File: config.mk
export PLATFORM = sky130hd
export DESIGN_NAME = sync_byte_framer
export DESIGN_NICKNAME = d
export VERILOG_FILES = /design/src/rtl/sync_byte_framer.sv
export SDC_FILE = /design/constraint.sdc
export NUM_CORES = 1
export LEC_CHECK = 0
export BUFFER_PORTS_ARGS = -buffer_cell sky130_fd_sc_hd__buf_2
export CAP_MARGIN = 20
export CORE_MARGIN = 1.5
export CORE_UTILIZATION = 30
export CTS_BUF_LIST = sky130_fd_sc_hd__clkbuf_4
export DETAILED_ROUTE_END_ITERATION = 10
export SYNTH_ARGS = -nofsm -noshare
export SYNTH_HDL_FRONTEND = slang
export SYNTH_SLANG_ARGS = --single-unit
File: constraint.sdc
create_clock -name iclk -period 3.7 [get_ports iclk]
set_clock_uncertainty 0.15 [all_clocks]
set_input_delay 0.555 -clock iclk [delete_from_list [all_inputs] [get_ports iclk]]
set_output_delay 0.555 -clock iclk [all_outputs]
set_load 0.05 [all_outputs]
File: src/rtl/sync_byte_framer.sv
// Serial sync-byte framer: hunts for SYNC_WORD bit by bit, then locks byte alignment,
// strobes out payload bytes and drops lock after MAX_MISS consecutive bad sync slots.
module sync_byte_framer #(
    parameter logic [7:0]  SYNC_WORD = 8'hA5,
    parameter int unsigned N_DATA    = 4,
    parameter int unsigned MAX_MISS  = 2
) (
    input  logic       iclk,
    input  logic       irst,
    input  logic       isenal,
    output logic [7:0] odato,
    output logic       ovalido,
    output logic       obloqueo,
    output logic       oerror
);

    localparam int unsigned      BW         = $clog2(N_DATA + 1);
    localparam logic [BW-1:0]    LAST_BYTE  = BW'(N_DATA);
    localparam logic [3:0]       MISS_LIMIT = 4'(MAX_MISS);

    typedef enum logic {
        HUNT   = 1'b0,
        LOCKED = 1'b1
    } state_t;

    state_t        state_q, state_d;
    logic [7:0]    sr_q, sr_d;
    logic [2:0]    bit_cnt_q, bit_cnt_d;
    logic [BW-1:0] byte_cnt_q, byte_cnt_d;
    logic [3:0]    miss_cnt_q, miss_cnt_d;
    logic [7:0]    odato_q, odato_d;
    logic          ovalido_q, ovalido_d;
    logic          obloqueo_q, obloqueo_d;
    logic          oerror_q, oerror_d;
    logic [7:0]    nxt;

    assign nxt = {sr_q[6:0], isenal};

    // NOTE: every signal gets a default before the case so no path leaves it unassigned (no latches).
    always_comb begin
        state_d    = state_q;
        sr_d       = nxt;
        bit_cnt_d  = bit_cnt_q;
        byte_cnt_d = byte_cnt_q;
        miss_cnt_d = miss_cnt_q;
        odato_d    = odato_q;
        ovalido_d  = 1'b0;
        obloqueo_d = obloqueo_q;
        oerror_d   = 1'b0;

        unique case (state_q)
            HUNT: begin
                obloqueo_d = 1'b0;
                if (nxt == SYNC_WORD) begin
                    state_d    = LOCKED;
                    bit_cnt_d  = 3'd0;
                    byte_cnt_d = '0;
                    miss_cnt_d = 4'd0;
                    obloqueo_d = 1'b1;
                end
            end
            LOCKED: begin
                bit_cnt_d = bit_cnt_q + 3'd1;
                if (bit_cnt_q == 3'd7) begin
                    if (byte_cnt_q < LAST_BYTE) begin
                        odato_d    = nxt;
                        ovalido_d  = 1'b1;
                        byte_cnt_d = byte_cnt_q + BW'(1);
                    end else if (nxt == SYNC_WORD) begin
                        miss_cnt_d = 4'd0;
                        byte_cnt_d = '0;
                    end else begin
                        // A bad sync slot still counts as the frame boundary unless lock is lost.
                        oerror_d   = 1'b1;
                        miss_cnt_d = miss_cnt_q + 4'd1;
                        byte_cnt_d = '0;
                        if (miss_cnt_q + 4'd1 == MISS_LIMIT) begin
                            state_d    = HUNT;
                            obloqueo_d = 1'b0;
                            bit_cnt_d  = 3'd0;
                            miss_cnt_d = 4'd0;
                        end
                    end
                end
            end
            default: state_d = HUNT;
        endcase
    end

    // NOTE: state registers use non-blocking assignments so all of them update together at the edge.
    always_ff @(posedge iclk or posedge irst) begin
        if (irst) begin
            state_q    <= HUNT;
            sr_q       <= 8'h00;
            bit_cnt_q  <= 3'd0;
            byte_cnt_q <= '0;
            miss_cnt_q <= 4'd0;
            odato_q    <= 8'h00;
            ovalido_q  <= 1'b0;
            obloqueo_q <= 1'b0;
            oerror_q   <= 1'b0;
        end else begin
            state_q    <= state_d;
            sr_q       <= sr_d;
            bit_cnt_q  <= bit_cnt_d;
            byte_cnt_q <= byte_cnt_d;
            miss_cnt_q <= miss_cnt_d;
            odato_q    <= odato_d;
            ovalido_q  <= ovalido_d;
            obloqueo_q <= obloqueo_d;
            oerror_q   <= oerror_d;
        end
    end

    assign odato    = odato_q;
    assign ovalido  = ovalido_q;
    assign obloqueo = obloqueo_q;
    assign oerror   = oerror_q;

endmodule

# Yosys cells after proc, flatten, opt, wreduce, memory -nomap -nowiden
# Cells that the tools add are included.
dict set report totals {
  regBits 29
  out_inout_bits 11
  elab_cells 59
  in_bits 3
}
dict set report classes {
  n_addsub 3
  n_eq_ne 8
  reduce_logical 4
  magnitude_cmp 1
  bitwise 1
  muxes 33
}
# cell n
set ops {}
lappend ops {{two-way mux 3 bit} 7}
lappend ops {{two-way mux 4 bit} 5}
lappend ops {{two-way mux 1 bit} 16}
lappend ops {{case mux 3 bit (2 select lines)} 2}
lappend ops {{== test 8 bit (second input constant)} 1}
lappend ops {{case mux 4 bit (2 select lines)} 1}
lappend ops {{adder 3 x 1 -> 3 bit (second input constant)} 2}
lappend ops {{!= test 2 bit (second input constant)} 3}
lappend ops {{AND reduction 3 bit} 2}
lappend ops {{adder 4 x 1 -> 4 bit (second input constant)} 1}
lappend ops {{== test 4 x 2 -> 1 bit (second input constant)} 1}
lappend ops {{!= test 2 x 1 -> 1 bit (second input constant)} 2}
lappend ops {{case mux 1 bit (2 select lines)} 2}
lappend ops {{AND reduction 4 bit} 1}
lappend ops {{== test 3 bit (second input constant)} 1}
lappend ops {{less-than comparator 3 bit (second input constant)} 1}
lappend ops {{AND reduction 2 bit} 1}
lappend ops {{NOT 1 bit} 1}

# Depth between registers and ports, before layout
# Gate-level depths: netlist of the first run.
dict set report depth {
  word_depth 7
  mapped_depth 7
  ltp_nobuf 7
}

# Worst setup path before layout of the first run
# Ideal clock, no wire load.
dict set report synth_path {
  path_kind {flip-flop to flip-flop}
  startpoint {register bit_cnt_q[0]}
  endpoint {register odato_q[0], in the netlist odato[0]}
  stages_incl_launch_ff 7
  t_arrival_ns 1.426
  required_ns 3.425
  path_slack_ns 1.999
  setup_time_ns 0.125
  path_buffers 1
  cell_sequence {dfrtp_1 ha_1 ha_1 nand2_1 nor2_1 buf_2 mux2_2}
}
dict set report synth_via {
  elab_chain_cells 2
}
# item line
set synth_rtl {}
lappend synth_rtl {{start, declared} 28} ;# logic [2:0] bit_cnt_q, bit_cnt_d;
lappend synth_rtl {{start signal, assigned} 105} ;# bit_cnt_q <= bit_cnt_d;
lappend synth_rtl {{== test 3 bit} 64} ;# if (bit_cnt_q == 3'd7) begin
lappend synth_rtl {{AND reduction 3 bit (no line)} -}
lappend synth_rtl {{end signal, assigned} 108} ;# odato_q <= odato_d;
lappend synth_rtl {{end, declared} 31} ;# logic [7:0] odato_q, odato_d;
# No other way between the ends.
# A chain may end at the register's enable or synchronous reset.

# Worst setup path in the final report of the first run
# Ends and elaborated chain as after synthesis.

==> summary.md, run 1 <==
The flow ran to the end, and the final reports show no timing, DRC or antenna violations. On the worst path, the slowest cell contributes a delay of 0.67 ns. Data on the critical path arrives at its endpoint at 2.22 ns. The logs give 0 for the total count of hold-check failures in the final report and 1.49 ns for the post-place setup slack.

The logs give 0 for the number of antenna violations at the first check in global routing and 0 for the number of antenna diodes. For this design the top-level I/O count stands at 14. The slew of the pin with the lowest slew margin is 0.856 ns, and the worst hold-check slack is 0.121 ns. The layout has 390 filler cells.

Number of nets still failing antenna checks after routing: 0. The share of layout cells above drive strength 1 works out to 0.295. Clock-pin slew was measured on the worst setup and hold paths at 0.09 ns.

Input and output buffers added on the ports amount to 13. Counting every net in the synthesized netlist gives 100. Buffers inserted during clock tree synthesis total 5. The critical path goes through ha_1 > ha_1 > nand2_1 > nor2_1 > mux2_2. Measured along the x axis, the die boundary spans 66.2 um. STA puts the critical path data required time at 3.76 ns. TritonCTS built the clock tree. The slowest stage of the critical path is the nor2_1 cell. The logs give 0 for the number of pins exceeding their max-slew limit in the final report and 0.115 for the combined global-route utilization of all metal layers.

The logs give 0.32 ns for the clock latency on the worst-skew pair and 30 for the number of DRC markers after the initial detailed-route iteration. Buffers added to address setup during post-CTS repair amount to 0. The initial core utilization came out at 0.321. The run gives 0.00100 W as the total chip power. Path type of the worst setup path: reg2reg. The average detailed-routed wire length per instance came out at 12.9 um. The worst setup path is captured at a register.

The final critical delay including setup and external delays works out to 2.16 ns. The worst hold path belongs to the class in2async. The congestion estimate from routability-driven global placement came to 0.682. Yosys attributes the largest share of cell area to dfrtp_1, mux2_2, ha_1. Setup repair after global routing left no endpoint under its margin. The highest achievable clock rate is 463 MHz, and the final core utilization is 0.377. The max-capacitance violation count was 0; the number of nets in the layout was 119. After global routing the overflow that remains totals 0. Along the worst path, the maximum fanout reaches 12.

The worst slew margin relative to its limit is 0.427, and the number of clock sinks is 29. The synthesized instance count was 92; the number of cells upsized or downsized after cts was 0. In this run the cell area of the synthesized design comes to 1200 sq um. The via count of the first global-routing pass was 827. CTS built an H-tree with a depth of 2.

In this run the standard cell core region covers 3740 sq um. Number of search-and-repair iterations in the first detailed-routing pass: 4. Detailed placement finished with a half-perimeter wire length of 1430 um.

The area share of the largest cell type after synthesis is 0.605, and the count of standard-cell rows is 22. For the leakage component of the power, the log shows 0.694 nW. Setup violations remaining at the end of the flow were counted as 0.

The share of synthesized area occupied by flip-flops and latches came out at 0.605. The tools report the number of warning messages in the yosys log as 0. For the final worst setup slack, the log shows 1.54 ns. STA classifies the critical path startpoint as a register. The maximum buffer depth of the clock tree is 2. The average via count per standard cell came out at 4.94. Library cell used as clock root buffer: clkbuf_4. The portion of the clock cycle consumed by the worst path in the final layout is 0.584. From synthesis to final layout, the design area changed by 17.5%. The power density of the placed cells was 711 nW/um^2. For this run, design rule violations remaining after detail routing come to 0. In this run, post-CTS hold repair placed 0 buffers. The first global-routing pass estimated 3770 um of wire. By instance count, the cell type seen most on the critical path is ha_1. The mean post-synth cell area is 13.0 sq um, and the overall die height is 66.2 um.

Adding up every negative setup slack in the final design gives 0 ns. Cell accounting for the most synthesized area: dfrtp_1. The peak ir drop on the vdd network was 343 uV; the minimum setup slack among reg-to-reg paths was 1.54 ns. In this run, synthesis produced a sequential element count of 29.

Synthesis instantiated 27 different standard cells from the library. The total via count after detailed routing is 791, and the post-detailed-routing wire length is 2070 um. The die covers 4390 sq um. Entering global routing, the biggest net connects 30 pins.
==> layout make-up <==
| cell class | instances | area [sq um] | share of cell area |
|---|---|---|---|
| Sequential cell | 29 | 726 | 0.515 |
| Multi-Input combinational cell | 56 | 447 | 0.317 |
| Timing Repair Buffer | 14 | 80.1 | 0.0568 |
| Tap cell | 48 | 60.1 | 0.0426 |
| Clock buffer | 6 | 45.0 | 0.0319 |
| Clock inverter | 2 | 33.8 | 0.0240 |
| Inverter | 5 | 18.8 | 0.0133 |
==> path summary, 6_finish.rpt <==
check	startpoint	endpoint	cells after the start
min	irst	odato[7]	2
max reg2reg	bit_cnt_q[0]	odato[0]	5
min reg2reg	sr_q[1]	sr_q[2]	0
max	bit_cnt_q[0]	odato[0]	5
min in group iclk	isenal	sr_q[0]	1
max in group asynchronous	irst	miss_cnt_q[1]	3
==> flip-flops by register name, indices dropped and copies added, names as in the netlist <==
| signal | flops |
|---|---|
| bit_cnt_q | 3 |
| byte_cnt_q | 3 |
| miss_cnt_q | 4 |
| obloqueo | 1 |
| odato | 8 |
| oerror | 1 |
| ovalido | 1 |
| sr_q | 7 |
| state_q | 1 |
==> metrics by stage <==
step                      instance area (sq um)  cells
after floorplan                            1200     92
after global placement                     1320    151
after detailed placement                   1320    151
after CTS                                  1400    159
after global routing                       1410    160
final                                      1410    160
==> per-layer routing <==
| layer | share of wire | GRT usage | up-vias |
|---|---|---|---|
| li1 | - | - | 371 |
| met1 | 0.48 | 0.146 | 398 |
| met2 | 0.46 | 0.173 | 17 |
| met3 | 0.044 | 0.0528 | 5 |
| met4 | 0.015 | 0.0383 | 0 |
| met5 | 0 | 0 | - |
==> critical path: cells and delay by family, from the launching register on <==
family	cells	cell delay (ns)
adder cells (fa/ha/maj)	2	0.34
flip-flops	1	0.40
multiplexers	1	0.42
AND/OR/NAND/NOR	2	0.74
==> cells in the mapped netlist, drive strengths merged <==
| library cell | instances |
|---|---|
| a2bb2oi | 1 |
| a221oi | 1 |
| and4b | 1 |
| nand2 | 7 |
| nand2b | 1 |
| and3 | 1 |
| o21a | 1 |
| buf | 1 |
| a21oi | 6 |
| nand4b | 2 |
| nand3 | 6 |
| a31oi | 1 |
| mux2 | 9 |
| nand4 | 1 |
| nor4b | 1 |
| mux2i | 3 |
| clkbuf | 1 |
| ha | 5 |
| a22o | 2 |
| o21ai | 2 |
| dfrtp | 29 |
| a21boi | 2 |
| o32ai | 1 |
| nor2 | 2 |
| inv | 5 |
==> where the power goes <==
group          internal (W)  switching, W
registers          0.000386     0.0000450
clock network      0.000148      0.000107
logic              0.000100      0.000215
total              0.000635      0.000368
==> cell families after synthesis <==
logic type | share of synthesized area
AOI/OAI and AO/OA | 0.0970
adders and majority gates | 0.0521
buffers and inverters | 0.0229
DFF | 0.605
muxes | 0.109
and+or+nand+nor | 0.114
==> layout by cell type (no fill, tap or decap), types with 3 or more instances in the layout <==
cell type  synthesis  final
buf_2              1     13
a21oi_1            5      5
ha_1               5      5
mux2_2             9      9
nand3_1            6      6
inv_1              5      5
nand2_1            6      6
dfrtp_1           29     29
mux2i_1            3      3
clkbuf_4           0      6
Note: power is estimated with default switching activity, not from simulation.
==> run 2, diff against run 1 <==
- ABC_AREA: not set -> 1
- clock period: 3.7 -> 1.9 ns (I/O delays scaled with it)
==> run 2 against run 1 <==
Effect of this change:
- final cell count up 24%
- combinational power fell by 75%
- synthesized cell count rose by 39%
- via count up 8.7%
- setup slack got worse by 1.3 ns
- fmax is 32% higher
- critical endpoint is now odato[4]
==> summary.md, run 2 <==
The width of the die is 67.6 um. Leading cell type by number of instances after synthesis: nand2_1. Number of buffers created by CTS: 5. Post-detailed-routing wire length: 2070 um. The number of pins exceeding their max-slew limit in the final report was 0.

The run gives 2 as the maximum buffer depth of the clock tree. During synthesis, Yosys emitted a total of 0 warnings. The post-CTS setup repair buffer count was 0. The logs give 4000 sq um for the standard cell core area and 0.719 for the weighted congestion reported at the end of routability-driven placement.

The slew of the pin with the lowest slew margin came out at 0.387 ns. By area the synthesized netlist is led by dfrtp_1, nand2_1, ha_1. Summed over all nets, the switching power comes to 0.000273 W. A synthesized cell averages 9.78 sq um.

The number of ports placed on the die boundary was 14; the worst slew margin relative to its limit was 0.742. For the number of distinct standard cells referenced by the synthesized netlist, the log shows 18. The worst hold path belongs to the class reg2reg. The die covers 4570 sq um. Of all nets on the critical path, the largest fanout is 12. For this design the ratio of total power to cell area is 749 nW/um^2. Setup repair after global routing left no endpoint under its margin. The worst path buffer plus inverter count works out to 1. On the critical path, the stage with the largest delay is an instance of dfrtp_1. Detailed routing inserted a total of 860 vias. The fraction of power spent switching nets came out at 0.254. Leaving out fill and tap cells, the most frequent cell in the layout is nand2_1. The share of layout cells above drive strength 1 came out at 0.248. Before CTS, the worst setup slack after placement is 0.283 ns.

The average via count per standard cell is 4.32, and the clock latency on the worst-skew pair is 0.32 ns. TritonCTS built the clock tree. The final sum of negative setup slack was 0 ns.

The proportion of power drawn by combinational gates was 0.074. After global routing the overflow that remains totals 0. Yosys mapped a number of flops with a built-in enable equal to 0. After clock tree synthesis, the clock-pin slew on the worst setup and hold paths is 0.08 ns. The initial core utilization is 0.313, and the number of nets in the layout is 157. The register with the most flip-flops in the layout has 8 of them.

The number of nets still failing antenna checks after routing was 0. The number of storage elements in the synthesis netlist was 29. The wire-length estimate of the detail-placed layout is 1540 um. The layout-stage area growth over the synthesis result is 14.5%.

The run gives 0 as the total count of hold-check failures in the final report. The area share of the largest cell type after synthesis was 0.579. For the worst setup path, the data arrival time is 1.74 ns. For this run, the top clock speed supported by timing is 612 MHz. The detailed router finished its first iteration with 50 violations.

The cell family contributing the most delay on the critical path is adder cells. Cell internal power was estimated by the tool at 0.000801 W. By count the netlist is led by nand2_1, dfrtp_1, inv_1. The portion of the clock cycle consumed by the worst path in the final layout is 0.861. Clock tree synthesis found a total of 29 sinks. Of all cell types, the one taking the most synthesized area is dfrtp_1. The number of antenna diodes came out at 0. The DRC violations left is 0. STA classifies the critical path startpoint as a register. At the worst endpoint, the required time is 2.01 ns.

The combined global-route utilization of all metal layers came out at 0.106. The portion of total power attributed to sequential cells was 0.600; the leakage component of the power was 0.757 nW. After technology mapping, the gate count stands at 128.

Counting every net in the synthesized netlist gives 136. The count of buffers added on input and output ports is 13. Across the run, the number of max-cap violations was 0. The async set-reset flop share out of synthesis came out at 1.00. Dominant cell type by count on the critical path: ha_1. Before antenna repair, the detailed router went through 4 iterations.

The via count of the first global-routing pass is 874. CTS built an H-tree with a depth of 2. The critical path goes through ha_1 > ha_1 > nand2_4 > nor2_8 > inv_2 > nand2_1 > o21ai_2. The count of standard-cell rows is 23. The number of cells upsized or downsized after cts is 0, and the overall die height is 67.6 um. In the final routed layout, each cell accounts on average for 10.4 um. For the number of antenna violations at the first check in global routing, the log shows 0.

The top cell types in the final layout, fill and taps aside, are nand2_1, dfrtp_1, inv_1. The smallest clock period supported by the final layout is computed as 1.64 ns. Across all setup checks in the final design, the least slack found is 0.265 ns. For the share of synthesized area occupied by flip-flops and latches, the log shows 0.579.

For this run, the leading register cell type out of synthesis is dfrtp_1. The mapped netlist covers 1250 sq um. VDD sags by at most 272 uV. Library cell used as clock root buffer: clkbuf_4. Setup violations remaining at the end of the flow were counted as 0.

The worst setup path is of the reg2reg kind. Delay of the slowest cell on the worst path: 0.41 ns. Entering global routing, the biggest net connects 30 pins. The run finished with clean final reports. The first global-routing pass estimated 3610 um of wire. The worst setup path is captured at a register. The run gives 0.326 as the clock share of power.
-- run 2: layer usage --
| layer | vias up | part of all wire | track usage |
|---|---|---|---|
| met5 | - | 0 | 0 |
| met4 | 0 | 0.018 | 0.0459 |
| met3 | 4 | 0.056 | 0.0367 |
| met2 | 22 | 0.47 | 0.179 |
| met1 | 391 | 0.45 | 0.121 |
| li1 | 443 | - | - |
-- run 2: logic make-up (layout without fill, tap and decap cells) --
group,after synthesis,after routing,synth area share
simple gates,63,63,0.236
compound gates,12,12,0.0659
buf+inv,19,40,0.0689
flops,29,29,0.579
fa+ha+maj,5,5,0.0500
-- run 2: repair_timing --
action	in CTS	in global routing
setup endpoints to repair	0	0
endpoints found under the hold margin	30	0
hold buffers	2	0
-- run 2: final cells by class --
class	count	area (sq um)
Clock buffer	6	45.0
Clock inverter	1	3.75
Timing Repair Buffer	16	92.6
Tap cell	50	62.6
Inverter	17	63.8
Sequential cell	29	726
Fill cell	406	2570
Multi-Input combinational cell	80	440
-- run 2: through the flow --
stage          instance area (sq um)  hold slack [ns]   util  power [W]  instances
4_1_cts                         1430            0.232  0.358    0.00109        199
3_5_place_dp                    1370            0.212  0.341   0.000736        190
2_1_floorplan                   1250            0.166      -   0.000713        128
3_3_place_gp                    1370            0.212  0.341   0.000734        190
6_report                        1430            0.229  0.358    0.00107        199
5_1_grt                         1430            0.256  0.358    0.00112        199
-- run 2: worst paths after layout --
path,cells after the start,end,startpoint,slack [ns]
setup / recovery,7,odato[4],bit_cnt_q[0],0.26
hold / removal,0,sr_q[3],sr_q[2],0.23
setup reg to reg,7,odato[4],bit_cnt_q[0],0.26
hold reg to reg,0,sr_q[3],sr_q[2],0.23
max in group asynchronous,4,bit_cnt_q[1],irst,0.93
min in group asynchronous,4,sr_q[3],irst,0.41
-- run 2: power by group through the flow --
stage	logic (W)	clock network, W	registers, W
after floorplan	0.0000270	0	0.000686
after global placement	0.0000776	0	0.000657
after global routing	0.0000882	0.000382	0.000647
after detailed placement	0.0000786	0	0.000657
after CTS	0.0000819	0.000363	0.000645
final	0.0000798	0.000350	0.000644
